[src/rtl/fifo_write_pkt_if.sv]
// Command/FIFO-side bundle for the packet writer.
// master: the environment (command decoder, programming port, TX FIFO status).
// slave : the packet writer itself.
interface fifo_write_pkt_if #(
  parameter int DATA_W = 8,
  parameter int ADDR_W = 7,
  parameter int CMD_W  = 4,
  parameter int LEN_W  = 12
);
  // command decoder handshake
  logic              fs;
  logic [CMD_W-1:0]  data_cmd;
  logic              err;
  logic              fd;
  logic              abort;
  logic [2:0]        so;
  logic [LEN_W-1:0]  so_data_len;

  // payload memory programming
  logic              mem_we;
  logic [ADDR_W-1:0] mem_addr;
  logic [DATA_W-1:0] mem_data;

  // descriptor table programming
  logic              desc_we;
  logic [CMD_W-1:0]  desc_idx;
  logic [ADDR_W-1:0] desc_base;
  logic [LEN_W-1:0]  desc_len;

  // TX FIFO write port
  logic              fifo_full;
  logic [DATA_W-1:0] fifo_txd;
  logic              fifo_txen;

  modport master (
    output fs, data_cmd, err,
    output mem_we, mem_addr, mem_data,
    output desc_we, desc_idx, desc_base, desc_len,
    output fifo_full,
    input  fd, abort, so, so_data_len,
    input  fifo_txd, fifo_txen
  );

  modport slave (
    input  fs, data_cmd, err,
    input  mem_we, mem_addr, mem_data,
    input  desc_we, desc_idx, desc_base, desc_len,
    input  fifo_full,
    output fd, abort, so, so_data_len,
    output fifo_txd, fifo_txen
  );
endinterface

[src/rtl/fifo_write_pkt.sv]
// Programmable packet source: on fs, streams the byte range selected by
// descriptor[data_cmd] from payload memory into the TX FIFO, optionally
// followed by an XOR checksum byte, with backpressure and error abort.
module fifo_write_pkt #(
  parameter int DATA_W  = 8,
  parameter int ADDR_W  = 7,
  parameter int CMD_W   = 4,
  parameter int LEN_W   = 12,
  parameter int CSUM_EN = 1
) (
  input  logic            clk,
  input  logic            rst,
  fifo_write_pkt_if.slave bus
);

  localparam int MEM_DEPTH = 1 << ADDR_W;
  localparam int NUM_DESC  = 1 << CMD_W;
  localparam bit CSUM_ON   = (CSUM_EN != 0);

  typedef enum logic [2:0] {
    S_IDLE  = 3'd0,
    S_LOAD  = 3'd1,
    S_HEAD  = 3'd2,
    S_WORK  = 3'd3,
    S_CSUM  = 3'd4,
    S_LAST  = 3'd5,
    S_ABORT = 3'd6
  } state_t;

  state_t            state_q, state_d;
  logic [ADDR_W-1:0] rd_addr_q, rd_addr_d;
  logic [LEN_W-1:0]  len_q, len_d;
  logic [LEN_W-1:0]  count_q, count_d;
  logic [DATA_W-1:0] csum_q, csum_d;

  // payload memory (not reset) and descriptor table (reset to zero)
  logic [DATA_W-1:0] mem_q       [MEM_DEPTH];
  logic [ADDR_W-1:0] desc_base_q [NUM_DESC];
  logic [LEN_W-1:0]  desc_len_q  [NUM_DESC];

  logic [DATA_W-1:0] rd_data;
  logic              txen;
  logic [DATA_W-1:0] txd;
  logic              fd;
  logic              abort;
  logic              accept;
  logic              last_byte;
  logic              err_live;

  // Asynchronous read: a write to the address being read lands at the
  // edge, so the current cycle still sees the old byte.
  assign rd_data   = mem_q[rd_addr_q];
  assign accept    = txen;
  // Only meaningful in WORK, where len_q is known to be non-zero.
  assign last_byte = (count_q == (len_q - LEN_W'(1)));
  assign err_live  = bus.err && ((state_q == S_LOAD) || (state_q == S_HEAD) ||
                                 (state_q == S_WORK) || (state_q == S_CSUM));

  // Payload memory write port
  always_ff @(posedge clk) begin
    if (bus.mem_we) begin
      mem_q[bus.mem_addr] <= bus.mem_data;
    end
  end

  // One register pair per descriptor entry, each with its own write decode
  generate
    for (genvar gi = 0; gi < NUM_DESC; gi++) begin : g_desc
      logic [ADDR_W-1:0] entry_base_d;
      logic [LEN_W-1:0]  entry_len_d;

      // Update this entry when the programming port addresses it
      always_comb begin
        entry_base_d = desc_base_q[gi];
        entry_len_d  = desc_len_q[gi];
        if (bus.desc_we && (bus.desc_idx == CMD_W'(gi))) begin
          entry_base_d = bus.desc_base;
          entry_len_d  = bus.desc_len;
        end
      end

      // Entry register; a write coinciding with LOAD is seen by the next LOAD
      always_ff @(posedge clk) begin
        if (rst) begin
          desc_base_q[gi] <= '0;
          desc_len_q[gi]  <= '0;
        end else begin
          desc_base_q[gi] <= entry_base_d;
          desc_len_q[gi]  <= entry_len_d;
        end
      end
    end
  endgenerate

  // State and datapath registers
  always_ff @(posedge clk) begin
    if (rst) begin
      state_q   <= S_IDLE;
      rd_addr_q <= '0;
      len_q     <= '0;
      count_q   <= '0;
      csum_q    <= '0;
    end else begin
      state_q   <= state_d;
      rd_addr_q <= rd_addr_d;
      len_q     <= len_d;
      count_q   <= count_d;
      csum_q    <= csum_d;
    end
  end

  // Next-state logic; err in an active state overrides the normal path
  always_comb begin
    state_d = state_q;
    case (state_q)
      S_IDLE:  if (bus.fs) state_d = S_LOAD;
      S_LOAD:  state_d = S_HEAD;
      S_HEAD: begin
        if (len_q == '0) state_d = CSUM_ON ? S_CSUM : S_LAST;
        else             state_d = S_WORK;
      end
      S_WORK:  if (accept && last_byte) state_d = CSUM_ON ? S_CSUM : S_LAST;
      S_CSUM:  if (accept) state_d = S_LAST;
      S_LAST:  if (!bus.fs) state_d = S_IDLE;
      S_ABORT: if (!bus.fs) state_d = S_IDLE;
      default: state_d = S_IDLE;
    endcase
    if (err_live) state_d = S_ABORT;
  end

  // Datapath: descriptor latch, per-packet clear, per-byte advance
  always_comb begin
    rd_addr_d = rd_addr_q;
    len_d     = len_q;
    count_d   = count_q;
    csum_d    = csum_q;
    case (state_q)
      S_LOAD: begin
        rd_addr_d = desc_base_q[bus.data_cmd];
        len_d     = desc_len_q[bus.data_cmd];
      end
      S_HEAD: begin
        count_d = '0;
        csum_d  = '0;
      end
      S_WORK: begin
        if (accept) begin
          rd_addr_d = rd_addr_q + ADDR_W'(1);
          count_d   = count_q + LEN_W'(1);
          csum_d    = csum_q ^ rd_data;
        end
      end
      default: ;
    endcase
  end

  // Outputs decoded from state; txd forced to zero whenever txen is low
  always_comb begin
    txen  = 1'b0;
    txd   = '0;
    fd    = 1'b0;
    abort = 1'b0;
    case (state_q)
      S_WORK: begin
        txen = !bus.fifo_full;
        txd  = rd_data;
      end
      S_CSUM: begin
        txen = !bus.fifo_full;
        txd  = csum_q;
      end
      S_LAST:  fd    = 1'b1;
      S_ABORT: abort = 1'b1;
      default: ;
    endcase
    if (!txen) txd = '0;
  end

  assign bus.fifo_txen   = txen;
  assign bus.fifo_txd    = txd;
  assign bus.fd          = fd;
  assign bus.abort       = abort;
  assign bus.so          = state_q;
  assign bus.so_data_len = len_q;

endmodule

[src/flat_wrapper.sv]
// flat-port wrapper written by rule: the top's interface ports become plain ports
module fifo_write_pkt_flat 
#(
  parameter int DATA_W  = 8,
  parameter int ADDR_W  = 7,
  parameter int CMD_W   = 4,
  parameter int LEN_W   = 12,
  parameter int CSUM_EN = 1
)
  (clk, rst, bus_fs, bus_data_cmd, bus_err, bus_mem_we, bus_mem_addr, bus_mem_data, bus_desc_we, bus_desc_idx, bus_desc_base, bus_desc_len, bus_fifo_full, bus_fd, bus_abort, bus_so, bus_so_data_len, bus_fifo_txd, bus_fifo_txen);
  fifo_write_pkt_if #(.DATA_W(DATA_W), .ADDR_W(ADDR_W), .CMD_W(CMD_W), .LEN_W(LEN_W)) bus_i ();
  input  logic clk;
  input  logic rst;
  input wire logic [$bits(bus_i.fs)-1:0] bus_fs;
  input wire logic [$bits(bus_i.data_cmd)-1:0] bus_data_cmd;
  input wire logic [$bits(bus_i.err)-1:0] bus_err;
  input wire logic [$bits(bus_i.mem_we)-1:0] bus_mem_we;
  input wire logic [$bits(bus_i.mem_addr)-1:0] bus_mem_addr;
  input wire logic [$bits(bus_i.mem_data)-1:0] bus_mem_data;
  input wire logic [$bits(bus_i.desc_we)-1:0] bus_desc_we;
  input wire logic [$bits(bus_i.desc_idx)-1:0] bus_desc_idx;
  input wire logic [$bits(bus_i.desc_base)-1:0] bus_desc_base;
  input wire logic [$bits(bus_i.desc_len)-1:0] bus_desc_len;
  input wire logic [$bits(bus_i.fifo_full)-1:0] bus_fifo_full;
  output wire logic [$bits(bus_i.fd)-1:0] bus_fd;
  output wire logic [$bits(bus_i.abort)-1:0] bus_abort;
  output wire logic [$bits(bus_i.so)-1:0] bus_so;
  output wire logic [$bits(bus_i.so_data_len)-1:0] bus_so_data_len;
  output wire logic [$bits(bus_i.fifo_txd)-1:0] bus_fifo_txd;
  output wire logic [$bits(bus_i.fifo_txen)-1:0] bus_fifo_txen;
  assign bus_i.fs = bus_fs;
  assign bus_i.data_cmd = bus_data_cmd;
  assign bus_i.err = bus_err;
  assign bus_i.mem_we = bus_mem_we;
  assign bus_i.mem_addr = bus_mem_addr;
  assign bus_i.mem_data = bus_mem_data;
  assign bus_i.desc_we = bus_desc_we;
  assign bus_i.desc_idx = bus_desc_idx;
  assign bus_i.desc_base = bus_desc_base;
  assign bus_i.desc_len = bus_desc_len;
  assign bus_i.fifo_full = bus_fifo_full;
  assign bus_fd = bus_i.fd;
  assign bus_abort = bus_i.abort;
  assign bus_so = bus_i.so;
  assign bus_so_data_len = bus_i.so_data_len;
  assign bus_fifo_txd = bus_i.fifo_txd;
  assign bus_fifo_txen = bus_i.fifo_txen;
  fifo_write_pkt #(.DATA_W(DATA_W), .ADDR_W(ADDR_W), .CMD_W(CMD_W), .LEN_W(LEN_W), .CSUM_EN(CSUM_EN)) u_core (.clk(clk), .rst(rst), .bus(bus_i));
endmodule
[config.mk]
export PLATFORM = sky130hd
export DESIGN_NAME = fifo_write_pkt_flat
export DESIGN_NICKNAME = d
export VERILOG_FILES = /design/src/rtl/fifo_write_pkt_if.sv /design/src/rtl/fifo_write_pkt.sv /design/src/flat_wrapper.sv
export SDC_FILE = /design/constraint.sdc
export NUM_CORES = 1
export LEC_CHECK = 0
export BUFFER_PORTS_ARGS = -buffer_cell sky130_fd_sc_hd__buf_4
export CORE_ASPECT_RATIO = 1.5
export CORE_UTILIZATION = 41
export DETAILED_ROUTE_END_ITERATION = 10
export GPL_TIMING_DRIVEN = 0
export REMOVE_ABC_BUFFERS = 1
export SKIP_CTS_REPAIR_TIMING = 1
export SYNTH_ARGS = -nofsm -noshare
export SYNTH_HDL_FRONTEND = slang
export SYNTH_SLANG_ARGS = --single-unit
[constraint.sdc]
create_clock -name clk -period 3.15 [get_ports clk]
set_clock_uncertainty 0.1 [all_clocks]
set_input_delay 0.1575 -clock clk [delete_from_list [all_inputs] [get_ports clk]]
set_output_delay 0.1575 -clock clk [all_outputs]
set_load 0.03 [all_outputs]
==> results.yml, run 1 <==
finish:
  nFillCells: 11297
  final_cell_mix: "edfxtp_1, and2_1, mux4_2"
  synthToLayoutAreaGrowth_pct: 18.2
  fin_nets: 3419
  drive_gt1_share_pct: 28.1
  layoutNonFillerInstCount: 5240
  multi_input_area_um2: 15700
  final_common_cell: "edfxtp_1"
  seq_area_um2: 40900
synth:
  synth.area.mux_share_pct: 14.7
  synth_warnings: 0
  synth_top_family_by_area: "multiplexers"
  synthCells: 3127
  syn_area_um2: 56600
  yosysSeqAreaShare_pct: 72.2
  synth_fa_ha_area_share_pct: 0.0885
  async_reset_ff_share_pct: 0
  synth_edf_count: 1328
  yosysUniqueCellTypes: 72
  synth-seq-cells: 1377
  synth_area_per_cell_um2: 18.1
  synth-simple-area-share_pct: 7.39
  synth-compound-area-share_pct: 3.53
  synth_xor_xnor_area_share_pct: 0.310
  synth_ff_type: "edfxtp_1"
power:
  power_density_nw_per_um2: 705
  peakVddDrop_mv: 0.511
  leakagePower_nw: 21.3
clock_network:
  htree_levels: 4
  clkTransAtPathRegs_ns: 0.06
  insertion_delay_ns: 0.78
  cts_made_buffers: 134
  clockBufferDepth: 3
  clkSinkCount: 1377
  root_buffer: "clkbuf_16"
  cts_tree: "built"
worst_setup_path:
  worstPathMaxFanout: 11
  critPathKind: "register to output pin"
  worst_ep_arrival_time_ns: 3.53
  reg2reg_setup_slack_ns: 0.18
  crit_path_end_kind: "output pin"
  critPathLaunchType: "register"
  critPathRequiredTime_ns: 2.89
place:
  post-place-ws_ns: -1.24
  routabilityCongestion: 0.851
  dp.final_hpwl_mm: 85.9
  dp_cells: 4822
  port_buffers: 74
drt:
  routed-via-count: 29970
  dr.pass1.iters: 5
  detail_route.wirelength_mm: 150
  wl_per_cell_um: 28.6
  drt_iter0_drc: 2685
  vias_per_cell: 5.72
  ant_nets: 0
  drc: 0
timing:
  slew_viol_final: 0
  period_share_pct: 120
  relSlewSlack_pct: 2.81
  finalSetupViolations: 8
  worst_pin_slew_ns: 1.45
  rsz0062_at_grt: "true"
  hold-worst-slack_ns: -0.0261
  fmax_mhz: 264
  fin_crit_ns: 3.79
  hold_violations: 32
  finalWorstSetupSlack_ns: -0.640
floorplanning:
  dieHeight_um: 457
  die_w_um: 305
  num_rows: 166
  pin_count: 75
  start_util_pct: 41.4
  coreArea_um2: 137000
  dieArea_um2: 139000
job:
  max_cap_violations: 0
global_routing:
  antenna_found_initial: 4
  grt.overflow.total: 0
  grt_max_degree: 129
  grt_pass1_vias: 29861
  grt_usage_pct: 20.0
  grt_pass1_wl_mm: 203
hold_path:
  hp-class: "input port to register"
outcome:
  violations: "hold timing, setup timing"
  status: "finished, violations left"
state kept, by name (all words and copies together) (netlist names), named ones only:
| name | cells |
|---|---|
| u_core.bus.so | 3 |
| u_core.desc_base_q | 112 |
| u_core.rd_addr_q | 7 |
| u_core.desc_len_q | 192 |
| u_core.bus.so_data_len | 12 |
| u_core.csum_q | 8 |
| u_core.mem_q | 1024 |
| u_core.count_q | 12 |
power by group:
group | switching [mW] | leakage, nW | internal (mW)
clock | 7.11 | 2.09 | 8.72
sequential | 0.422 | 12.5 | 20.5
combinational | 5.65 | 6.67 | 4.73
per-stage QoR:
step	utilization, %	TNS, ns	cell area (um2)	power [mW]
after floorplan	-	-130.25	55600	26.1
after global placement	42.7	-339.57	58400	27.7
after detailed placement	43.5	-23.10	59500	29.3
after CTS	46.7	-30.11	63800	45.0
after global routing	48.9	-4.82	66900	48.5
final	48.9	-4.34	66900	47.1
critical path, cell delays in order (launching register included):
cell       delay, ns
dfxtp_4         0.42
buf_16          0.18
clkbuf_16       0.20
mux4_2          0.51
a22oi_1         0.33
nand3_2         0.27
o21ai_4         0.16
nor3_1          0.06
a21oi_1         0.21
o21ai_1         0.18
buf_4           0.23
cell families after synthesis:
logic type | count (synthesis)
adders and majority gates | 4
AOI/OAI and AO/OA | 292
buffers and inverters | 204
DFF | 1377
xor gates and xnor gates | 20
muxes | 450
and+or+nand+nor | 780
cell usage after synthesis (all sizes together), types with 46 or more instances:
cell type | count | share of area (%)
dfxtp | 49 | 1.7
mux2i | 105 | 1.9
nand2 | 73 | 0.48
nor2 | 214 | 1.4
mux2 | 46 | 0.92
o21ai | 56 | 0.50
o22ai | 46 | 0.51
buf | 88 | 1.0
edfxtp | 1328 | 70
and2 | 309 | 3.4
clkbuf | 103 | 0.69
mux4 | 299 | 12
area by class of cell:
cell class / count / area share, %
clock buffers: 173 / 5.41
diodes: 1 / 0.00374
well taps: 1764 / 3.30
flip-flops and latches: 1377 / 61.2
clock inverters: 72 / 0.998
inverters: 13 / 0.0880
multi-input cells: 1546 / 23.5
repair buffers: 294 / 5.54
per-layer routing:
layer | share of wire [%] | routed length, um | vias to the layer above | global-route usage [%]
met5 | 0.0087 | 13 | - | 0
met4 | 4.3 | 6470 | 2 | 8.64
met3 | 5.8 | 8630 | 281 | 3.28
met2 | 52 | 78700 | 1024 | 35.6
met1 | 37 | 56100 | 15687 | 23.8
li1 | - | - | 12976 | -
final timing paths:
kind                                       from                             to  depth (start not counted)
setup reg to reg  u_core.bus.so[2]$_SDFFE_PP0P_  u_core.bus.so[0]$_SDFFE_PP0P_                          7
setup / recovery                       register                bus_fifo_txd[4]                         10
hold / removal                  bus_mem_addr[2]  u_core.mem_q[36][3]$_DFFE_PP_                          3
hold reg to reg   u_core.csum_q[2]$_SDFFE_PP0P_  u_core.csum_q[2]$_SDFFE_PP0P_                          2
Note: power is estimated with default switching activity, not from simulation.
==> run 2, diff against run 1 <==
--- a/config.mk
+++ b/config.mk
@@ -6,9 +6,12 @@
 export NUM_CORES = 1
 export LEC_CHECK = 0
 export BUFFER_PORTS_ARGS = -buffer_cell sky130_fd_sc_hd__buf_4
+export CAP_MARGIN = 10
 export CORE_ASPECT_RATIO = 1.5
 export CORE_UTILIZATION = 41
+export CTS_BUF_LIST = sky130_fd_sc_hd__clkbuf_2
 export DETAILED_ROUTE_END_ITERATION = 10
+export GPL_ROUTABILITY_DRIVEN = 0
 export GPL_TIMING_DRIVEN = 0
 export REMOVE_ABC_BUFFERS = 1
 export SKIP_CTS_REPAIR_TIMING = 1
==> results.yml, run 2 (synthesis gave the netlist of run 1 again) <==
power:
  peakVddDrop_mv: 0.377
  power_density_nw_per_um2: 632
  leakagePower_nw: 21.7
  fin_total_pwr_mw: 41.8
place:
  post_dp_cell_area_um2: 59700
  post-place-ws_ns: -1.29
  port_buffers: 74
  dp.final_hpwl_mm: 88.6
drt:
  vias_per_cell: 5.59
  drt_iter0_drc: 2466
  ant_nets: 0
  routed-via-count: 31567
  dr.pass1.iters: 7
  drc: 0
  detail_route.wirelength_mm: 151
  wl_per_cell_um: 26.8
finish:
  nFillCells: 11645
  final_util_pct: 48.3
  top_register: "u_core.mem_q"
  fin_nets: 3706
  seq_area_um2: 40900
  biggestRegsByFlops: "u_core.mem_q (1024), u_core.desc_len_q (192), u_core.desc_base_q (112)"
  final_common_cell: "edfxtp_1"
  drive_gt1_share_pct: 32.0
  final_cell_mix: "edfxtp_1, clkbuf_2, and2_1"
  synthToLayoutAreaGrowth_pct: 16.8
  fin_area_um2: 66100
  largest_reg_flops: 1024
  multi_input_area_um2: 15600
timing:
  hold-worst-slack_ns: 0.0425
  period_share_pct: 147
  hold_violations: 0
  finalWorstSetupSlack_ns: -1.49
  worst_pin_slew_ns: 1.30
  relSlewSlack_pct: 13.2
  rsz0062_at_grt: "true"
  finalSetupViolations: 19
  fin_crit_ns: 4.64
  slew_viol_final: 0
  fmax_mhz: 216
floorplanning:
  dieArea_um2: 139000
  die_w_um: 305
  pin_count: 75
  num_rows: 166
  start_util_pct: 41.4
  dieHeight_um: 457
  coreArea_um2: 137000
worst_setup_path:
  crit_slowest_cell: "dfxtp_4"
  critPathLaunchType: "register"
  worstPathMaxFanout: 25
  crit_path_end_kind: "output pin"
  crit_top_cell: "buf_4"
  max_stage_delay_ns: 0.50
  critPathKind: "register to output pin"
  path_cells: "buf_12 -> nand4b_1 -> buf_4 -> o2bb2ai_1 -> nor4_4 -> nand3_2 -> a211oi_1 -> a211o_1 -> buf_4"
  critPathRequiredTime_ns: 2.89
  worst_ep_arrival_time_ns: 4.38
job:
  max_cap_violations: 0
global_routing:
  grt_pass1_vias: 31769
  antenna_found_initial: 5
  grt_max_degree: 129
  grt_usage_pct: 20.3
  grt.overflow.total: 0
  grt_pass1_wl_mm: 207
clock_network:
  clkSinkCount: 1377
  clockBufferDepth: 4
  clkTransAtPathRegs_ns: 0.11
  cts_made_buffers: 333
  root_buffer: "clkbuf_2"
  insertion_delay_ns: 1.67
  cts_tree: "built"
  htree_levels: 5
outcome:
  status: "finished, violations left"
  violations: "setup timing"
hold_path:
  hp-class: "input port to register"
-- run 2: changes by cell type in the layout (fill, tap and decap cells not counted), sizes merged --
cell and delta:
clkbuf +291, dlygate4sd3 +104, clkinv +25, buf -9
bufinv -6, diode +4, inv -3, clkinvlp -2
-- run 2: cell type report --
class,instances,share of cell area [%]
Antenna cell,5,0.0189
Clock buffer,471,3.57
Clock inverter,86,0.525
Inverter,13,0.0890
Multi-Input combinational cell,1546,23.6
Sequential cell,1377,61.9
Tap cell,1764,3.34
Timing Repair Buffer,382,7.00
-- run 2: final timing paths --
kind / depth (start not counted) / slack [ns] / startpoint / to
hold reg to reg: 2 / 0.38 / u_core.csum_q[2]$_SDFFE_PP0P_ / u_core.csum_q[2]$_SDFFE_PP0P_
setup reg to reg: 9 / 0.19 / u_core.bus.so_data_len[0]$_SDFFE_PP0P_ / u_core.bus.so[0]$_SDFFE_PP0P_
setup / recovery: 9 / -1.49 / register / bus_fifo_txd[6]
hold / removal: 6 / 0.04 / bus_data_cmd[0] / u_core.bus.so_data_len[9]$_SDFFE_PP0P_
-- run 2: worst max-delay path: cells and delay by family, from the launching register on --
kind                   cells  cell delay [ns]
AO/OA/AOI/OAI              3             0.56
buffers and inverters      3             0.62
flip-flops                 1             0.50
AND/OR/NAND/NOR            3             1.05
-- run 2: routing by layer --
layer,global-route usage (%),wire length [um],part of all wire [%],vias up
li1,-,-,-,13727
met1,23.6,56400,37,16339
met2,35.7,80200,53,1228
met3,4.37,9320,6.2,273
met4,9.43,5550,3.7,0
met5,0,0,0,-
-- run 2: stage by stage --
step,cells,setup TNS [ns]
2_1_floorplan,2936,-130.25
4_1_cts,5390,-40.41
3_5_place_dp,4833,-23.04
5_1_grt,5644,-13.67
3_3_place_gp,4774,-339.57
6_report,5644,-12.40
-- run 2: report_power, final --
part	internal, mW	total, mW	switching (mW)
logic	4.50	9.96	5.46
clock network	3.98	11.0	6.98
registers	20.5	20.9	0.386
total	28.9	41.8	12.8
